[src/rtl/sar_seq_ctrl.sv]
// sar_seq_ctrl: sample -> convert -> capture sequencer for a self-timed SAR register chain.
// Optional SAR_SEQ_CTRL_CONTINUOUS_EN: a HOLD handshake with i_start set re-enters SAMPLE directly.
module sar_seq_ctrl #(
  parameter int ADC_RESOLUTION = 10,
  parameter int SAMPLE_CYCLES  = 4,
  parameter int SETTLE_CYCLES  = 2
) (
  input  logic                      i_clk,
  input  logic                      i_rst,
  input  logic                      i_start,
  output logic                      o_busy,
  output logic                      o_sample,
  output logic                      o_sar_rstn,
  output logic [ADC_RESOLUTION:0]   o_setn,
  input  logic [ADC_RESOLUTION-1:0] i_a2d,
  output logic [ADC_RESOLUTION-1:0] o_data,
  output logic                      o_valid,
  input  logic                      i_ready
);

  localparam int SMP_W  = $clog2(SAMPLE_CYCLES + 1);
  localparam int STEP_W = $clog2(SETTLE_CYCLES + 1);
  localparam int STG_W  = $clog2(ADC_RESOLUTION + 1);

  localparam logic [2:0] ST_IDLE    = 3'd0;
  localparam logic [2:0] ST_SAMPLE  = 3'd1;
  localparam logic [2:0] ST_CONVERT = 3'd2;
  localparam logic [2:0] ST_CAPTURE = 3'd3;
  localparam logic [2:0] ST_HOLD    = 3'd4;

  localparam logic [SMP_W-1:0]      SMP_LOAD   = SMP_W'(SAMPLE_CYCLES - 1);
  localparam logic [STEP_W-1:0]     STEP_LOAD  = STEP_W'(SETTLE_CYCLES - 1);
  localparam logic [STG_W-1:0]      STAGE_LOAD = STG_W'(ADC_RESOLUTION);
  localparam logic [ADC_RESOLUTION:0] SETN_IDLE = {(ADC_RESOLUTION+1){1'b1}};
  localparam logic [ADC_RESOLUTION:0] STAGE_ONE = {{ADC_RESOLUTION{1'b0}}, 1'b1};

  logic [2:0]        state;
  logic [SMP_W-1:0]  smp_cnt;
  logic [STEP_W-1:0] step_cnt;
  logic [STG_W-1:0]  stage_cnt;

  // Every output is assigned only here so the set/clear pins see clean flop outputs.
  always_ff @(posedge i_clk or posedge i_rst) begin
    if (i_rst) begin
      state      <= ST_IDLE;
      o_busy     <= 1'b0;
      o_sample   <= 1'b0;
      o_sar_rstn <= 1'b0;
      o_setn     <= SETN_IDLE;
      o_data     <= '0;
      o_valid    <= 1'b0;
      smp_cnt    <= '0;
      step_cnt   <= '0;
      stage_cnt  <= '0;
    end else begin
      case (state)
        ST_IDLE: begin
          if (i_start) begin
            state    <= ST_SAMPLE;
            o_busy   <= 1'b1;
            o_sample <= 1'b1;
            smp_cnt  <= SMP_LOAD;
          end
        end

        ST_SAMPLE: begin
          if (smp_cnt == '0) begin
            state      <= ST_CONVERT;
            o_sample   <= 1'b0;
            o_sar_rstn <= 1'b1;
            stage_cnt  <= STAGE_LOAD;
            step_cnt   <= STEP_LOAD;
          end else begin
            smp_cnt <= smp_cnt - SMP_W'(1);
          end
        end

        // All-ones setn marks a settle cycle; anything else is the one-cycle pulse.
        ST_CONVERT: begin
          if (&o_setn) begin
            if (step_cnt == '0) begin
              o_setn <= ~(STAGE_ONE << stage_cnt);
            end else begin
              step_cnt <= step_cnt - STEP_W'(1);
            end
          end else begin
            o_setn   <= SETN_IDLE;
            step_cnt <= STEP_LOAD;
            if (stage_cnt == '0) begin
              state <= ST_CAPTURE;
            end else begin
              stage_cnt <= stage_cnt - STG_W'(1);
            end
          end
        end

        ST_CAPTURE: begin
          o_data  <= i_a2d;
          o_valid <= 1'b1;
          state   <= ST_HOLD;
        end

        ST_HOLD: begin
          if (o_valid && i_ready) begin
            o_valid    <= 1'b0;
            o_sar_rstn <= 1'b0;
`ifdef SAR_SEQ_CTRL_CONTINUOUS_EN
            if (i_start) begin
              state    <= ST_SAMPLE;
              o_sample <= 1'b1;
              smp_cnt  <= SMP_LOAD;
            end else begin
              state  <= ST_IDLE;
              o_busy <= 1'b0;
            end
`else
            state  <= ST_IDLE;
            o_busy <= 1'b0;
`endif
          end
        end

        default: begin
          state      <= ST_IDLE;
          o_busy     <= 1'b0;
          o_sample   <= 1'b0;
          o_sar_rstn <= 1'b0;
          o_setn     <= SETN_IDLE;
          o_valid    <= 1'b0;
        end
      endcase
    end
  end

endmodule

[config.mk]
export PLATFORM = sky130hd
export DESIGN_NAME = sar_seq_ctrl
export DESIGN_NICKNAME = d
export VERILOG_FILES = /design/src/rtl/sar_seq_ctrl.sv
export SDC_FILE = /design/constraint.sdc
export NUM_CORES = 1
export LEC_CHECK = 0
export ABC_AREA = 1
export BUFFER_PORTS_ARGS = -buffer_cell sky130_fd_sc_hd__buf_4
export CORE_MARGIN = 5
export CORE_UTILIZATION = 50
export DETAILED_ROUTE_END_ITERATION = 6
export PLACE_DENSITY_LB_ADDON = 0.1
export SETUP_SLACK_MARGIN = 0.15
export SYNTH_ARGS = -nofsm -noshare
export SYNTH_HDL_FRONTEND = slang
export SYNTH_SLANG_ARGS = --single-unit
[constraint.sdc]
create_clock -name i_clk -period 1.3 [get_ports i_clk]
set_input_delay 0.325 -clock i_clk [delete_from_list [all_inputs] [get_ports i_clk]]
set_output_delay 0.325 -clock i_clk [all_outputs]
set_load 0.02 [all_outputs]
# After elaboration in Yosys (flattened, before gate mapping)
# Index checks and enable logic that the tools add are counted.
[totals]
reg_bits = 37
word_cells = 83
latch_bits = 0
in_bits = 14
ram_bits = 0
memories = 0
mem_bits_ro = 0
[op_classes]
magnitude_cmp = 0
add_sub_neg = 3
multipliers = 0
n_reduce_logical = 22
n_div = 0
bitwise = 6
shift = 1
mux = 28
n_eq_ne = 13
[ops]
columns = ["op", "n"]
rows = [
  ["11-bit 2-to-1 mux", 2],
  ["11-bit one-hot mux with 2 select lines", 1],
  ["3-bit 2-to-1 mux", 7],
  ["3-bit one-hot mux with 5 select lines", 1],
  ["3-bit AND reduction", 5],
  ["2-bit != test (second input constant)", 7],
  ["4-bit 2-to-1 mux", 3],
  ["1-bit one-hot mux with 3 select lines", 4],
  ["3-bit OR reduction", 4],
  ["11-bit NOT", 1],
  ["11-bit AND reduction", 1],
  ["1-bit by 4-bit left shift with 11-bit output (first input constant)", 1],
  ["4-bit one-hot mux with 2 select lines", 1],
  ["3-bit by 2-bit equality test with 1-bit output (second input constant)", 2],
  ["3-bit zero test", 2],
  ["2-bit 2-to-1 mux", 3],
  ["3-bit != test (second input constant)", 2],
  ["3-bit one-hot mux with 2 select lines", 1],
  ["1-bit NOT", 5],
  ["5-bit AND reduction", 1],
  ["4-bit zero test", 1],
  ["1-bit 2-to-1 mux", 4],
  ["2-bit one-hot mux with 2 select lines", 1],
  ["2-bit AND reduction", 2],
  ["other kinds (10)", 11],
]

# Longest topological paths before layout
[depth]
ltp_word = 5
ltp_mapped = 10
ltp_nobuf = 10

# Worst setup path before layout
# OpenSTA, ideal clock, no wires.
[synth_path]
path_type = "flip-flop to flip-flop"
start = "reg o_setn[5]"
end = "reg o_setn[0]"
path_slack_ps = -134
path_buffers = 1
required_time_ps = 1224
path_stages_with_launch = 9
period_less_slack_ps = 1434
setup_ps = 76
t_arrival_ps = 1358
cell_sequence = "dfstp_2 -> nand2_1 -> nor2_1 -> nand2_1 -> nor2_4 -> buf_2 -> nand3_1 -> nand3_1 -> nand2_1"
[synth_between]
elab_chain_len = 3
word_cells_on_any_way = 5
[synth_lines]
columns = ["element", "line", "text"]
rows = [
  ["start: declaration", "14", "output logic [ADC_RESOLUTION:0] o_setn,"],
  ["start signal: assignment", "82", "o_setn <= ~(STAGE_ONE << stage_cnt);"],
  ["11-bit AND reduction (*)", "80", "if (&o_setn) begin"],
  ["11-bit 2-to-1 mux / 3-bit != test (equally long branches)", "n/a", ""],
  ["11-bit one-hot mux with 2 select lines / 2-bit AND reduction (equally long branches)", "n/a", ""],
]
# Mark *: on every way between the ends. The rest lies on a longest branch, timed or not.
# A chain may end at the register's enable or synchronous reset.

# Worst setup path after layout
[layout_path]
start = "reg o_setn[6]"
end = "reg o_setn[2]"
# The elaborated chain is that of the path after synthesis.

==> key figures <==
STA
  – Clk_skew: about 0.01 ns
  – Measured slew at the worst slew-check pin: 0.235 ns
  – Final setup margin: -0.204 ns
  – Final hold viol count: 0
  – RSZ-0062 raised after global routing: true
  – Period utilization: 116%
  – Slew Viols, Final: 0
  – Relative slew slack: between 80% and 90%
  – Post-route minimum period: about 1.5 ns
  – Setup Viol. Count Final: between 40 and 50
  – Fmax: 665 MHz

Clock tree
  – CTS Root Cell: clkbuf_8
  – Sinks on the clock net: 37
  – # H-tree levels: 2
  – Num CTS Buffers: 5
  – Buffer levels on the longest clock path: 2
  – CTS tree: built
  – Clk Latency, worst-skew pair: 0.30 ns
  – Clk pin slew, worst setup/hold paths: 0.08 ns

Power
  – P_leak: 1.78 nW
  – Tot Pwr: about 11 mW
  – Max VDD drop: between 1500 and 2000 uV
  – PwrDens: 3010 nW/um^2

Place
  – Post-DP HPWL: 3630 microns
  – Final Wtd Congestion: roughly 0.84
  – Area after DPL: 2710 sq um
  – PortBufs: 38
  – Worst slack, placed: -0.154 ns

Final layout
  – Share of post-route cells with drive strength above 1: 53.4%
  – N_diodes: 0
  – Final instance area: roughly 3500 sq um
  – Layout area overhead: 69.2%
  – Filler cells: 192
  – Nets@finish: approximately 400

Global routing
  – GRT Total Usage: a little over a fifth
  – Initial antenna violation count: 0
  – Vias in the first global route: approximately 2,100
  – First-pass GRT wire length: a little over 9000 microns
  – Overflow after GRT: 0
  – Pin count of the biggest net entering global routing: 38

Synthesis
  – Mapped Cells: around 270
  – Count leader, synth: nand2_1
  – Top cell type by total area after synthesis: dfrtp_1
  – Yosys warns: 0
  – Yosys top cell area share: 31.3%
  – Post-synth cell types: 28
  – Mapped Area: 2080 sq um
  – Post-synth EDFFs: 0
  – Synth Flop Type: dfrtp_1
  – Avg Inst Size Synth: about 7.8 sq um
  – Synthesized Nets: 288
  – Most frequent cells after synthesis: nand2_1, nand3_1, nor2_1
  – #FFs+latches synth: 37
  – Post-synth ARST share: 100%
  – Most area-consuming cells after synthesis: dfrtp_1, nand2_1, dfstp_2
  – Sequential area share after synthesis: a little under half

Routing
  – DRT antenna net count: 0
  – WL final: 7040 microns
  – Via Count: around 2,200
  – DRC violation count after routing: 0
  – Via-to-Cell Ratio: 5.22
  – Per-cell routed wire length: ~16 microns
  – Initial drt markers: between 150 and 200
  – DR pass1 iterations: 4

Setup path
  – CP required: 1.52 ns
  – Crit path kind: flop to flop
  – CP Max Fanout: 7
  – Worst path arrival time: 1.73 ns
  – Startpoint types: flop
  – Crit end category: flop

Run status
  – Failing checks: setup timing
  – Status: finished with violations

Die
  – Row Count: 23
  – Die Height: around 74 microns
  – Die width: 74.5 microns
  – Core ar.: ~4000 sq um
  – Initial Util: between 50% and 60%
  – I/O pin cnt: 39
  – Die Area: 5550 sq um

Flow run
  – Number of max-cap violations: 0

Min path
  – Hold Path Class: input port to async pin
-- cells by family (layout without fill, tap and decap cells) --
logic type	count (synthesis)	after routing	share of synthesized area (%)
xor+xnor	1	1	0.422
flops	37	37	45.2
fa+ha+maj	8	8	4.82
compound gates	10	10	3.19
buf+inv	31	143	7.22
simple gates	179	179	39.1
-- state kept, by name (all words and copies together), names as in the netlist, 2 cells and up --
register	count
o_setn	11
o_data	10
stage_cnt	4
smp_cnt	3
state	3
step_cnt	2
-- cells in the final DEF, fill, tap and decap left out, drive strengths merged, types with 2 or more instances in the layout --
cell	count
inv	22
nand4	7
buf	112
dfrtp	26
clkbuf	7
ha	8
o21ai	8
nor2	32
nor3	2
nand2	102
dfstp	11
nand3	34
-- path summary, 6_finish.rpt --
check | start | end | slack (ns) | cells after the start
setup / recovery | o_setn[6]$_DFFE_PP1P_ | o_setn[2]$_DFFE_PP1P_ | -0.20 | 8
hold / removal | i_rst | o_data[6]$_DFFE_PP0P_ | 0.08 | 3
setup reg to reg | o_setn[6]$_DFFE_PP1P_ | o_setn[2]$_DFFE_PP1P_ | -0.20 | 8
hold reg to reg | o_setn[3]$_DFFE_PP1P_ | o_setn[3]$_DFFE_PP1P_ | 0.50 | 2
max in group asynchronous | i_rst | o_setn[6]$_DFFE_PP1P_ | 0.97 | 3
min in group i_clk | i_a2d[6] | o_data[6]$_DFFE_PP0P_ | 0.23 | 3
-- where the power goes --
part	leakage (nW)	total (mW)	switching (mW)	internal [mW]
Sequential	0.433	2.43	0.569	1.86
Combinational	1.30	7.23	3.73	3.50
Clock	0.0534	0.933	0.441	0.492
-- per-layer routing --
layer  part of all wire (%)  vias to the layer above  track usage [%]
met2                     56                       77             37.3
met5                      0                        -                0
li1                       -                     1063                -
met4                    3.2                        0             8.30
met1                     37                     1074             27.1
met3                    4.1                       21             5.27
-- worst max-delay path, stage by stage, from the launching register on --
cell and delay [ns]:
dfstp_2 0.57, nand2_2 0.07, nor2_2 0.13, nand2_2 0.08, nor2_4 0.15, nand3_4 0.14, buf_8 0.17, nand3_2 0.06
nand2_1 0.06
-- stage by stage --
stage / TNS (ns) / hold WS [ns] / utilization (%) / std cells
4_1_cts: -2.53 / 0.0803 / 80.0 / 410
5_1_grt: -8.09 / 0.0854 / 87.3 / 428
3_5_place_dp: -2.12 / 0.402 / 67.2 / 383
3_3_place_gp: -1.24 / 0.397 / 67.2 / 383
2_1_floorplan: -1.05 / 0.442 / - / 266
6_report: -5.14 / 0.0812 / 87.3 / 428
-- layout make-up --
class,count,area (sq um),area share (%)
clock buffer,7,97.6,2.78
clock inverter,1,5.00,0.142
inverter,22,97.6,2.78
multi-input combinational,198,1250,35.6
sequential,37,943,26.8
tap,50,62.6,1.78
timing repair buffer,112,1050,29.9
timing repair inverter,1,7.51,0.214
-- timing repair --
action                     CTS  global route
cloned                       2             0
hold buffers                 0             0
setup buffers               17            18
setup endpoints to repair   62            62
resized for setup           78            42
pin swaps                   16            36
Power figures use the tool's default switching activity.
